### src/rtl/alu_muldiv.sv
// alu_muldiv: iterative RV32M/RV64M multiply/divide unit, one bit per cycle, valid/ready in and out
module alu_muldiv #(
  parameter int XLEN = 32
) (
  input  logic            clk,
  input  logic            reset_n,
  input  logic            In_Valid,
  output logic            In_Ready,
  input  logic [2:0]      MDControl,
  input  logic [XLEN-1:0] Src_A,
  input  logic [XLEN-1:0] Src_B,
  input  logic            Flush,
  output logic            Out_Valid,
  input  logic            Out_Ready,
  output logic [XLEN-1:0] Result,
  output logic            DivZero
);
  localparam int CNT_W = $clog2(XLEN) + 1;
  typedef enum logic [1:0] {IDLE, CALC, DONE} state_t;
  state_t state, state_n;
  logic [2:0] op;
  logic [XLEN-1:0] a_mag, b_mag, amag_in, bmag_in, special_res, fin;
  logic [2*XLEN-1:0] prod, step, full;
  logic [CNT_W-1:0] cnt;
  logic neg_q, neg_r, accept, sa, sb, na, nb, dz, ovf, special;
  logic [XLEN:0] msum, shifted, diff;
  always_comb begin
    accept = In_Valid && state == IDLE && !Flush;
    sa = MDControl inside {3'b001, 3'b010, 3'b100, 3'b110};
    sb = MDControl inside {3'b001, 3'b100, 3'b110};
    na = sa && Src_A[XLEN-1];
    nb = sb && Src_B[XLEN-1];
    amag_in = na ? -Src_A : Src_A;
    bmag_in = nb ? -Src_B : Src_B;
    dz = MDControl[2] && Src_B == '0;
    ovf = MDControl[2] && !MDControl[0] && Src_A == {1'b1, {(XLEN-1){1'b0}}} && &Src_B;
    special = dz || ovf;
    special_res = dz ? (MDControl[1] ? Src_A : '1) : (MDControl[1] ? '0 : Src_A);
    // product high half doubles as remainder, low half as multiplier / dividend-quotient shifter
    msum = {1'b0, prod[2*XLEN-1:XLEN]} + {1'b0, prod[0] ? a_mag : {XLEN{1'b0}}};
    shifted = prod[2*XLEN-1:XLEN-1];
    diff = shifted - {1'b0, b_mag};
    step = op[2] ? {diff[XLEN] ? shifted[XLEN-1:0] : diff[XLEN-1:0], prod[XLEN-2:0], ~diff[XLEN]}
                 : {msum, prod[XLEN-1:1]};
    full = neg_q ? -prod : prod;
    fin = op[2] ? (op[1] ? (neg_r ? -prod[2*XLEN-1:XLEN] : prod[2*XLEN-1:XLEN])
                         : (neg_q ? -prod[XLEN-1:0] : prod[XLEN-1:0]))
                : (op[1:0] == 2'b00 ? full[XLEN-1:0] : full[2*XLEN-1:XLEN]);
    state_n = state == IDLE ? (accept ? (special ? DONE : CALC) : IDLE)
            : state == CALC ? (Flush ? IDLE : (cnt == '0 ? DONE : CALC))
            : (Flush || Out_Ready ? IDLE : DONE);
  end
  always_ff @(posedge clk)
    if (!reset_n) state <= IDLE;
    else state <= state_n;
  always_ff @(posedge clk) begin
    if (!reset_n) begin
      op <= '0;
      a_mag <= '0;
      b_mag <= '0;
      prod <= '0;
      cnt <= '0;
      neg_q <= 1'b0;
      neg_r <= 1'b0;
      Result <= '0;
      DivZero <= 1'b0;
    end else if (accept) begin
      op <= MDControl;
      a_mag <= amag_in;
      b_mag <= bmag_in;
      prod <= {{XLEN{1'b0}}, MDControl[2] ? amag_in : bmag_in};
      cnt <= CNT_W'(XLEN);
      neg_q <= na ^ nb;
      neg_r <= na;
      if (special) begin
        Result <= special_res;
        DivZero <= dz;
      end
    end else if (state == CALC && !Flush) begin
      if (cnt != '0) begin
        prod <= step;
        cnt <= cnt - 1'b1;
      end else begin
        Result <= fin;
        DivZero <= 1'b0;
      end
    end
  end
  assign In_Ready = state == IDLE;
  assign Out_Valid = state == DONE;
endmodule

### config.mk
export PLATFORM = sky130hd
export DESIGN_NAME = alu_muldiv
export DESIGN_NICKNAME = d
export VERILOG_FILES = /design/src/rtl/alu_muldiv.sv
export SDC_FILE = /design/constraint.sdc
export NUM_CORES = 1
export LEC_CHECK = 0
export BUFFER_PORTS_ARGS = -buffer_cell sky130_fd_sc_hd__buf_2
export CAP_MARGIN = 20
export CORE_ASPECT_RATIO = 0.5
export CORE_MARGIN = 5
export CORE_UTILIZATION = 60
export CTS_CLUSTER_SIZE = 12
export DETAILED_ROUTE_END_ITERATION = 10
export GPL_ROUTABILITY_DRIVEN = 0
export GPL_TIMING_DRIVEN = 1
export PLACE_DENSITY = 0.79
export SLEW_MARGIN = 20
export SYNTH_ARGS = -nofsm -noshare
export SYNTH_HDL_FRONTEND = slang
export SYNTH_SLANG_ARGS = --single-unit
### constraint.sdc
create_clock -name clk -period 8.8 [get_ports clk]
set_input_delay 0 -clock clk [delete_from_list [all_inputs] [get_ports clk]]
set_output_delay 0 -clock clk [all_outputs]
set_load 0.02 [all_outputs]
## Word-level counts from Yosys, hierarchy flattened

Cells that the tools add are included.

- Flip-flop bits (word level): 174
- Bits of input ports: 72
- Output and inout port bits: 35

- Add/sub/neg operators: 8
- Equality and inequality tests: 9
- Mux-type cells: 36
- Bitwise gates (word level): 3
- Reduce and logical (&&, ||, !) cells: 27

Operator list:

| cell | count |
|---|---|
| $mux 32 | 20 |
| $mux 64 | 2 |
| $neg 32->32 | 4 |
| $neg 64->64 | 1 |
| $add 32x32->33 | 1 |
| $sub 33x32->33 | 1 |
| $eq 32x32->1 const B | 1 |
| $logic_not 32->1 | 1 |
| $reduce_and 32->1 | 1 |
| $mux 6 | 3 |
| $mux 2 | 7 |
| $logic_and 1x1->1 | 9 |
| $eq 3x3->1 const B | 2 |
| $logic_not 6->1 | 1 |
| $reduce_bool 6->1 | 1 |
| $sub 6x1->6 const B | 1 |
| $logic_not 2->1 | 2 |
| $mux 1 | 4 |
| $reduce_and 2->1 | 2 |
| $reduce_bool 2->1 | 2 |
| $reduce_bool 4->1 | 1 |
| $eq 3x1->1 const B | 1 |
| $eq 3x2->1 const B | 1 |
| $reduce_and 3->1 | 1 |
| 10 further kinds | 13 |

## Logic depth before layout (Yosys ltp)

- Word-level depth: 8
- Depth in mapped cells: 15
- Depth with buffers taken out: 13

## Worst setup path after synthesis

No wires, ideal clock.

- Kind: reg2reg
- From: register prod[0]
- To: register prod[60]
- Arrival: 3.277 ns
- Data required time: 8.684 ns
- Slack: 5.406 ns
- Cell stages (with the launch flop): 15
- Buffers on the path: 2
- Clock period less this slack: 3.394 ns
- Cell sequence: dfxtp_1 -> clkbuf_1 -> clkbuf_1 -> and2_1 -> ha_1 -> a21oi_1 -> a21oi_1 -> or3_1 -> o21a_1 -> o21ai_0 -> o21ai_0 -> a2111oi_0 -> xnor2_1 -> o21ai_0 -> nand2_1

- Cells in the longest elaborated chain, start to end: 3

Ends and longest elaborated chain:

| item | line | RTL |
|---|---|---|
| start, declared | 23 | `logic [2*XLEN-1:0] prod, step, full;` |
| start signal, assigned | 71 | `prod <= {{XLEN{1'b0}}, MDControl[2] ? amag_in : bmag_in};` |
| start signal, assigned | 81 | `prod <= step;` |
| $mux 32 | 40 | `msum = {1'b0, prod[2*XLEN-1:XLEN]} + {1'b0, prod[0] ? a_mag : {XLEN{1'b0}}};` |
| $add 32x32->33 | 40 |  |
| $mux 64 | 43 | `step = op[2] ? {diff[XLEN] ? shifted[XLEN-1:0] : diff[XLEN-1:0], prod[XLEN-2:0], ~diff[XLEN]}` |

No other way between the ends.
A chain may end at the register's enable or synchronous reset.

## Final worst setup path

- From: input port Src_B[0]
- To: register Result[0]

- Cells in the longest elaborated chain, start to end: 5
- Elaborated cells on any way between the ends: 10

Ends and longest elaborated chain:

| item | line | RTL |
|---|---|---|
| start, declared | 11 | `input logic [XLEN-1:0] Src_B,` |
| $logic_not 32->1 / $reduce_and 32->1 (equally long branches) | 35, 36 |  |
| $logic_and 1x1->1, on equally long branches | 35, 36 |  |
| $logic_or 1x1->1 / $mux 32 (equally long branches) | 37, 38 |  |
| $ne 2x1->1 (no line) / $mux 32 (equally long branches) | - |  |
| $reduce_and 3->1 (no line) / $mux 32 (equally long branches) | - |  |
| end signal, assigned | 76 | `Result <= special_res;` |
| end signal, assigned | 84 | `Result <= fin;` |
| end, declared | 15 | `output logic [XLEN-1:0] Result,` |

Parallel ways exist; a longest one is shown, timed or not. The select of a mux whose other input is x is not followed.

==> impl_metrics.toml <==
[logic_synthesis]
async_flop_share_pct = 0
ys_top_cells_by_area = "dfxtp_1 (22%), a21oi_1 (6.3%), xor2_1 (5.8%)"
synth_top_cell_by_area = "dfxtp_1"
synth_nets = 2337
seq_area_frac_synth_pct = 22.1
yosysMostFrequentCell = "nand2_1"
netlist_area_um2 = 15800
synth_top_area_share_pct = 22.1
yosys_warnings = 0
ys_seq_elements = 174
avgSynthCellArea_um2 = 7.19
synth_common_cells = "nand2_1 (216), nor2_1 (215), a21oi_1 (197), dfxtp_1 (174), o21ai_0 (173)"
synth_cell_types = 80
ys.flop_type = "dfxtp_1"
synth-edff-count = 0
syn_inst = 2193

[routing]
vias = 17200
drcViolationCount = 0
viasPerCell = 6.69
drtAntennaViolNets = 0
drt_wl_total_um = 56500
drt-initial-drc-count = 2703
drt-pass1-iter-count = 9
wl_per_cell_um = 22.0

[clocking]
cts-resized-gates = 0
cts_max_level = 4
clock_sinks = 174
root_buffer = "clkbuf_16"
numCtsBuffers = 17
clk_pin_slew_worst_paths_ps = 70
clock_latency_ps = 470
cts_setup_buffers = 0
cts_buffer_depth = 2
cts_hold_buf = 27
cts_tree = "done"

[global_routing]
antenna_found_initial = 4
grt_pass1_vias = 15200
grt.total_usage_pct = 36.4
gr-total-overflow = 0
grt_max_degree = 107
grt_pass1_wl_um = 86400

[critical_path]
crit_type = "input port to flop"
crit_arrival_ps = 4500
critPathMaxFanout = 41
critPathLaunch = "Src_B[0]"
reg2reg_to = "prod[62]"
cp-end-kind = "flop"
r2r_start = "prod[32]"
crit_path_start_kind = "input port"
r2r_slack_ps = 4800
required_ps = 9170
rr_worst_depth = 12

[power_and_ir_drop]
leakagePower_nw = 6.89
vdd_drop_max_uv = 138
power_density_nw_per_um2 = 134

[worst_hold_path]
hp-class = "input port to flop"
hold_start = "Src_A[16]"
hold_end = "a_mag[16]"
hold_depth = 3

[floorplanning]
die_area_um2 = 29800
rows = 41
start_util_pct = 61.7
die_width_um = 239
io_pins = 107
chipHeight_um = 125
core_area_um2 = 25500

[placed_design]
placed_area_um2 = 16300
dp_hpwl_um = 40800
place.port_buffers = 106

[cells_and_area]
layout-drive-gt1-share_pct = 9.39
nNetsFinal = 2345
synthToLayoutAreaGrowth_pct = 9.01
fin_area_um2 = 17200
utilization_pct = 67.3
n_fill_cell = 2216

[timing]
min_period_over_period_pct = 47.0
setup_violations = 0
finalSetupTns_ps = 0
period_minus_slack_ps = 4130
worst_pin_slew_ps = 1130
fin_skew_ps = 13.7
finalMaxSlewViolations = 0
fin_worst_hold_slack_ps = 19.6
hold_viol = 0
max-slew-margin-rel_pct = 24.9
rsz0062_at_grt = "false"
max_freq_ghz = 0.242

[run_status]
status = "complete, no violations"

[run]
drv_cap = 0
-- cell usage in the layout, fill, tap and decap left out, drive strengths merged, types with 19 or more instances in the layout --
cell type,synthesis,routed
nand2,216,216
nor2,216,216
a21oi,197,197
o21ai,175,175
dfxtp,174,174
buf,20,136
xor2,105,105
xnor2,91,91
a211oi,88,88
o211ai,79,79
ha,70,70
inv,57,62
mux2i,47,47
and2,43,43
nor3,41,41
nand3,41,41
nand2b,33,33
a21o,31,31
o31ai,28,28
dlygate4sd3,0,27
maj3,25,25
or3,23,23
nand4,22,22
or4,19,19
-- cell type report --
class | instances | area (µm²) | share of cell area (%)
inverters | 59 | 223 | 1.30
flip-flops and latches | 174 | 3490 | 20.3
clock inverters | 14 | 159 | 0.924
multi-input cells | 1786 | 11400 | 66.4
diodes | 4 | 10.0 | 0.0582
clock buffers | 18 | 439 | 2.55
repair buffers | 163 | 1030 | 5.97
well taps | 344 | 430 | 2.50
-- how the worst max path moves through the flow --
| stage | end | cells after the start |
|---|---|---|
| 2_1_floorplan | prod[60] | 14 |
| 3_3_place_gp | prod[60] | 13 |
| 3_5_place_dp | prod[60] | 13 |
| 4_1_cts | Result[0] | 15 |
| 5_1_grt | Result[24] | 16 |
| 6_report | Result[0] | 15 |
-- sequential cells by signal, summed over array words and instances (netlist names) --
name,count
DivZero,1
Result,32
a_mag,32
b_mag,32
cnt,6
neg_q,1
neg_r,1
op,3
prod,64
state,2
-- where the power goes --
group          switching [mW]  internal, mW  leakage (nW)
combinational           0.414         0.223          5.18
clock                   0.371         0.431         0.288
sequential             0.0417         0.826          1.42
-- layer usage --
metal | GRT usage, % | part of all wire [%] | vias up
li1 | - | - | 7956
met1 | 52.3 | 42 | 7835
met2 | 48.6 | 38 | 1178
met3 | 15.6 | 17 | 181
met4 | 11.6 | 3.4 | 0
met5 | 0 | 0 | -
-- critical path, cell delays in order --
cell and delay [ps]:
dlygate4sd3_1 550, buf_2 160, inv_1 70, ha_1 150, or3b_2 470, nor4bb_1 620, nand3_1 350, nor4_4 280
buf_4 440, a31oi_1 170, nand2b_1 230, nand2_1 110, buf_4 360, nand2_1 180, o31ai_1 310
-- metrics by stage --
step / power, mW / cells / setup WS, ps
after CTS: 2.28 / 2558 / 4870
after floorplan: 1.30 / 2193 / 5410
after global placement: 1.47 / 2499 / 5010
after detailed placement: 1.48 / 2499 / 4870
final: 2.31 / 2562 / 4670
after global routing: 2.39 / 2562 / 4500
-- kinds of logic (layout without fill, tap and decap cells) --
kind of cell | Yosys count | count (layout) | share of synthesized area, %
AOI/OAI and AO/OA | 712 | 712 | 28.5
muxes | 49 | 49 | 3.13
xor gates and xnor gates | 196 | 196 | 10.9
adders and majority gates | 97 | 97 | 7.39
other | 0 | 4 | 0
and+or+nand+nor | 732 | 732 | 22.4
buffers and inverters | 233 | 254 | 5.66
DFF | 174 | 174 | 22.1
Power figures use the tool's default switching activity.
